[src/rtl/line_window_buffer.sv]
// Multi-line pixel buffer: presents a vertical column of ROWS pixels at the
// current x for every accepted pixel, with frame restart and fill tracking.
module line_window_buffer #(
   parameter int DATA_W = 8,
   parameter int LINE_W = 170,
   parameter int ROWS   = 3,
   parameter int Y_W    = 16
) (
   input  logic                       clk,
   input  logic                       rst,
   input  logic                       valid_i,
   input  logic                       sof_i,
   input  logic [DATA_W-1:0]          data_i,
   output logic                       valid_o,
   output logic [ROWS*DATA_W-1:0]     col_o,
   output logic [$clog2(LINE_W)-1:0]  x_o,
   output logic [Y_W-1:0]             y_o,
   output logic                       eol_o,
   output logic                       filled_o
);

   localparam int X_W = $clog2(LINE_W);
   localparam int F_W = $clog2(ROWS);
   localparam logic [X_W-1:0] X_LAST = X_W'(LINE_W - 1);
   localparam logic [F_W-1:0] F_FULL = F_W'(ROWS - 1);

   logic [X_W-1:0]         col_q, col_d, c;
   logic [Y_W-1:0]         row_q, row_d, r;
   logic [F_W-1:0]         fill_q, fill_d, f;
   logic                   last;
   logic [ROWS*DATA_W-1:0] taps;
   logic [DATA_W-1:0]      mem [1:ROWS-1][LINE_W];

   // sof_i forces the effective coordinates and fill to zero for this pixel
   always_comb begin
      c    = sof_i ? '0 : col_q;
      r    = sof_i ? '0 : row_q;
      f    = sof_i ? '0 : fill_q;
      last = (c == X_LAST);
      taps = '0;
      taps[DATA_W-1:0] = data_i;
      for (int k = 1; k < ROWS; k++) begin
         taps[k*DATA_W +: DATA_W] = mem[k][c];
      end
      col_d  = col_q;
      row_d  = row_q;
      fill_d = fill_q;
      if (valid_i) begin
         if (last) begin
            col_d  = '0;
            row_d  = r + Y_W'(1);
            fill_d = (f == F_FULL) ? f : f + F_W'(1);
         end else begin
            col_d  = c + X_W'(1);
            row_d  = r;
            fill_d = f;
         end
      end
   end

   // Vertical shift through the line stores; reads above see the old contents
   always_ff @(posedge clk) begin
      if (!rst && valid_i) begin
         mem[1][c] <= data_i;
         for (int k = 2; k < ROWS; k++) begin
            mem[k][c] <= mem[k-1][c];
         end
      end
   end

   always_ff @(posedge clk) begin
      if (rst) begin
         col_q   <= '0;
         row_q   <= '0;
         fill_q  <= '0;
         valid_o <= 1'b0;
         eol_o   <= 1'b0;
         col_o   <= '0;
         x_o     <= '0;
         y_o     <= '0;
      end else begin
         col_q   <= col_d;
         row_q   <= row_d;
         fill_q  <= fill_d;
         valid_o <= valid_i && (f == F_FULL);
         eol_o   <= valid_i && last;
         if (valid_i) begin
            col_o <= taps;
            x_o   <= c;
            y_o   <= r;
         end
      end
   end

   assign filled_o = (fill_q == F_FULL);

endmodule
[config.mk]
export PLATFORM = sky130hd
export DESIGN_NAME = line_window_buffer
export DESIGN_NICKNAME = d
export VERILOG_FILES = /design/src/rtl/line_window_buffer.sv
export SDC_FILE = /design/constraint.sdc
export NUM_CORES = 2
export LEC_CHECK = 0
export ABC_CLOCK_PERIOD_IN_PS = 14700
export CAP_MARGIN = 20
export CORE_UTILIZATION = 45
export CTS_CLUSTER_SIZE = 24
export DETAILED_ROUTE_END_ITERATION = 7
export GPL_ROUTABILITY_DRIVEN = 1
export PLACE_DENSITY = 0.6
export SYNTH_ARGS = -nofsm -noshare
export SYNTH_HDL_FRONTEND = slang
export SYNTH_SLANG_ARGS = --single-unit
[constraint.sdc]
create_clock -name clk -period 14.7 [get_ports clk]
set_clock_uncertainty 0.05 [all_clocks]
set_input_delay 2.205 -clock clk [delete_from_list [all_inputs] [get_ports clk]]
set_output_delay 2.205 -clock clk [all_outputs]
set_load 0.01 [all_outputs]
After elaboration in Yosys (flattened, before gate mapping)
Memories as Yosys holds them, arrays and structs flattened.
Cells that the tools add are included.
- register bits: 76
- memory bits (writable): 2720
- logic and storage cells: 40
- output and inout bits: 51
- memories: 1
- memory list (name ; words ; bits a word ; rd ports ; clocked after Yosys merged registers in ; write ports ; RTL line ; text):
    mem ; 2 ; 1360 ; 2 ; 0 ; 2 ; 32 ; logic [DATA_W-1:0] mem [1:ROWS-1][LINE_W];
- $lt $le $gt $ge: 2
- $add $sub $neg: 3
- reductions and logical operators: 5
- multiplexer cells: 17
- bitwise gates (word level): 1
- eq/ne operators: 3
- operator list (cell ; count):
    2-to-1 mux 1360 bit ; 1
    binary-select mux 8 bit (select 8 bit) ; 2
    demux 8 bit (select 8 bit) ; 1
    2-to-1 mux 8 bit ; 7
    2-to-1 mux 16 bit ; 2
    adder 16 x 1 -> 16 bit, second input constant ; 1
    >= comparator 9 bit, second input constant ; 1
    less-than comparator 9 x 1 -> 1 bit, second input constant ; 1
    inverter 8 -> 9 bit ; 1
    adder 8 x 1 -> 8 bit, second input constant ; 1
    == test 8 bit, second input constant ; 1
    2-to-1 mux 2 bit ; 3
    == test 2 bit, second input constant ; 2
    logical AND 1 bit ; 4
    adder 2 x 1 -> 2 bit, second input constant ; 1
    zero test 1 bit ; 1
    2-to-1 mux 1 bit ; 1

Logic depth before layout (Yosys ltp)
- depth after elaboration: 7
- mapped depth: 17

Worst setup path after synthesis
OpenSTA, ideal clock, no wires.
- path type: input to register
- from: input sof_i
- to: memory mem[2][1004] (netlist name) (data pin)
- slack: 2.728 ns
- cell stages on the path: 12
- library setup time: 1.521 ns
- arrival: 10.401 ns
- cell sequence: nand2b_1 -> buf_4 -> inv_2 -> buf_4 -> buf_2 -> buf_1 -> nand2_1 -> a311oi_1 -> a31oi_1 -> a31oi_1 -> nor3_1 -> o21ai_0
- RTL lines (element ; RTL line ; text):
    from (decl) ; 12 ; input logic sof_i,
    to (decl) ; 32 ;

==> results.ini <==
[place]
portBuffers = 62
place_congestion = 0.894
dp_slack_ns = 4.69
place_area_mm2 = 0.116
dp_hpwl_um = 193000

[global_routing]
grt_usage_pct = 27.3
antenna_found_initial = 16
grt-ovfl-total = 0
grt_pass1_wl_um = 485000
grt_pass1_vias = 64172
grt_max_degree = 137

[worst_setup_path]
crit_path_end_kind = register
cp_slowest_cell = nand3_4
startpoint_type = input pin
cp.required_ns = 15.12
path_max_fanout = 96
crit_type = in -> reg
crit_family = buffers and inverters
arrival_ns = 9.44
path_common_cell = buf_4
slowest_delay_ns = 0.83
cp.buffers_inverters = 6
cp_cell_sequence = buf_4 -> buf_4 -> nand2b_4 -> buf_4 -> buf_4 -> buf_4 -> mux2i_1 -> a211oi_1 -> nor4_1 -> o22ai_1 -> nor4_2 -> nand3_4 -> buf_4

[pwr]
combinationalPowerShare_pct = 4.2
p_leak_nw = 40.3
clockPowerShare_pct = 43.3
seqPwrFrac_pct = 52.5
internal_power_mw = 13.2
total_power_mw = 16.8
p_per_area_mw_per_mm2 = 134
p_sw_share_pct = 21.1
p_sw_mw = 3.55
vdd_ir_drop_max_uv = 134

[floorplanning]
coreArea_mm2 = 0.246
rows = 182
pin_count = 63
chipHeight_um = 499
die_w_um = 499
start_util_pct = 45.3
dieArea_mm2 = 0.249

[sta]
hold_viol = 0
min_period_over_period_pct = 61.4
fin_ws_ns = 5.68
rsz0062_at_grt = no
min_period_ns = 9.02
slew_violations = 0
worst_slew_pin_slew_ns = 1.32
setup_violations = 0
setup_tns_ns = 0
max-slew-margin-rel_pct = 11.9
fmax_ghz = 0.111

[logic_synthesis]
synth_nets = 7362
synth_edf_count = 2720
yosysUniqueCellTypes = 79
synth_cells = 7343
yosysSeqAreaShare_pct = 74.8
synth_area_mm2 = 0.111
ys_seq_elements = 2796
synthFlopType = edfxtp_1
synthArstFlopShare_pct = 0
synth_area_per_cell_um2 = 15.1
yosys_warnings = 0

[clock_network]
root_buffer = clkbuf_16
clock_sinks = 2796
cts-buffers-inserted = 298
cts.htree.levels = 5
insertion_delay_ns = 0.97
post_cts_resize_count = 0
cts_setup_buffers = 0
hold_buffers = 0
cts_tree = yes
clk_path_buf_depth = 4
clk_pin_slew_ns = 0.06

[drt]
drtIter0Drc = 9678
drt-total-wl_um = 346000
vias_per_cell = 6.25
route.detailed.drc = 1
dr_total_vias = 68525
wire_per_inst_um = 31.5
drt_pass1_iterations = 8
ant_nets = 0

[layout]
area_growth_pct = 13.1
nets = 7547
utilization_pct = 51.2
drive_gt1_share_pct = 12.8
fillers = 20177
design_area_mm2 = 0.126

[run]
cap_violations = 0

[run_status]
violations = design-rule violations
status = complete, but fails checks

[worst_hold_path]
hold_class = reg -> reg

## routing by layer
layer	vias to the layer above	part of all wire [%]	track usage, %
met3	763	11	6.38
li1	28908	-	-
met1	34936	40	37.9
met5	-	0	0
met2	3918	45	41.1
met4	0	4.7	11.7
## layout make-up
type / instances / area [um2] / area share (%)
Sequential cell: 2796 / 83200 / 66.2
Inverter: 19 / 86.3 / 0.0687
Tap cell: 3220 / 4030 / 3.20
Antenna cell: 3 / 7.51 / 0.00597
Timing Repair Buffer: 417 / 3540 / 2.81
Multi-Input combinational cell: 3996 / 25600 / 20.4
Clock inverter: 131 / 1310 / 1.04
Clock buffer: 375 / 7930 / 6.30
## registers in the layout, summed over array words and instances, names as in the netlist
| signal | flops |
|---|---|
| col_o | 24 |
| col_q | 8 |
| eol_o | 1 |
| fill_q | 2 |
| mem | 2720 |
| row_q | 16 |
| valid_o | 1 |
| x_o | 8 |
| y_o | 16 |
## Yosys cell counts, types with 53 or more instances
| library cell | number | share of area (%) |
|---|---|---|
| edfxtp_1 | 2720 | 73 |
| nand2_1 | 1003 | 3.4 |
| a211oi_1 | 481 | 3.2 |
| nor2b_1 | 380 | 2.1 |
| buf_2 | 301 | 1.4 |
| mux2i_1 | 301 | 2.7 |
| nor2_1 | 265 | 0.89 |
| a31oi_1 | 218 | 1.2 |
| o21ai_0 | 199 | 0.90 |
| a21oi_1 | 195 | 0.88 |
| a311oi_1 | 156 | 1.2 |
| nand3_1 | 150 | 0.68 |
| clkbuf_1 | 130 | 0.44 |
| mux2_2 | 96 | 0.97 |
| o22ai_1 | 91 | 0.51 |
| dfxtp_1 | 76 | 1.4 |
| buf_4 | 59 | 0.40 |
| mux4_2 | 53 | 1.1 |
## worst reg2reg max path, delay by kind of cell, from the launching register on
family / cells / cell delay (ns)
buffers and inverters: 4 / 2.70
muxes: 1 / 0.35
DFF: 1 / 0.49
AOI/OAI and AO/OA: 2 / 0.30
and+or+nand+nor: 4 / 2.70
## per-stage QoR
step | cells | hold WS, ns
final | 10957 | 0.417
after floorplan | 7343 | 0.407
after global routing | 10955 | 0.442
after CTS | 10948 | 0.420
after global placement | 10428 | 0.408
after detailed placement | 10442 | 0.411
## worst paths after layout
check,end,from,cells past startpoint,slack [ns]
max reg2reg,mem[2][305],col_q[0],11,7.56
min reg2reg,y_o[14],y_o[14],2,0.42
min,y_o[14],y_o[14],2,0.42
max,mem[2][305],sof_i,13,5.68
## power groups by stage
stage	Combinational [mW]	Sequential [mW]	Clock [mW]
6_report	0.710	8.81	7.27
5_1_grt	0.747	8.81	7.64
4_1_cts	0.700	8.81	7.35
3_5_place_dp	0.698	8.98	0
3_3_place_gp	0.683	8.98	0
2_1_floorplan	0.399	8.99	0
## logic make-up after synthesis
| logic type | share of synthesized area, % |
|---|---|
| flip-flops | 74.8 |
| AND/OR/NAND/NOR | 8.37 |
| AO/OA/AOI/OAI | 9.46 |
| buffers and inverters | 2.42 |
| multiplexers | 4.75 |
| XOR/XNOR | 0.0945 |
| adder cells (fa/ha/maj) | 0.0788 |
## layout by cell type (no fill, tap or decap), types with 27 or more instances in the layout
cell	count
mux2i_1	301
clkdlybuf4s50_1	51
a311oi_1	156
mux2_2	96
mux4_2	53
a31oi_1	218
nand3_1	149
and3b_1	38
dfxtp_1	74
bufinv_16	27
nand2_1	999
a21oi_1	194
o22ai_1	91
buf_4	329
nor4_1	43
clkbuf_16	306
clkbuf_1	68
o21ai_0	197
clkinv_1	50
clkinv_2	45
a211oi_1	481
nor2_1	240
nor2b_1	380
edfxtp_1	2720
No activity file was read; power rests on OpenSTA's default activity.
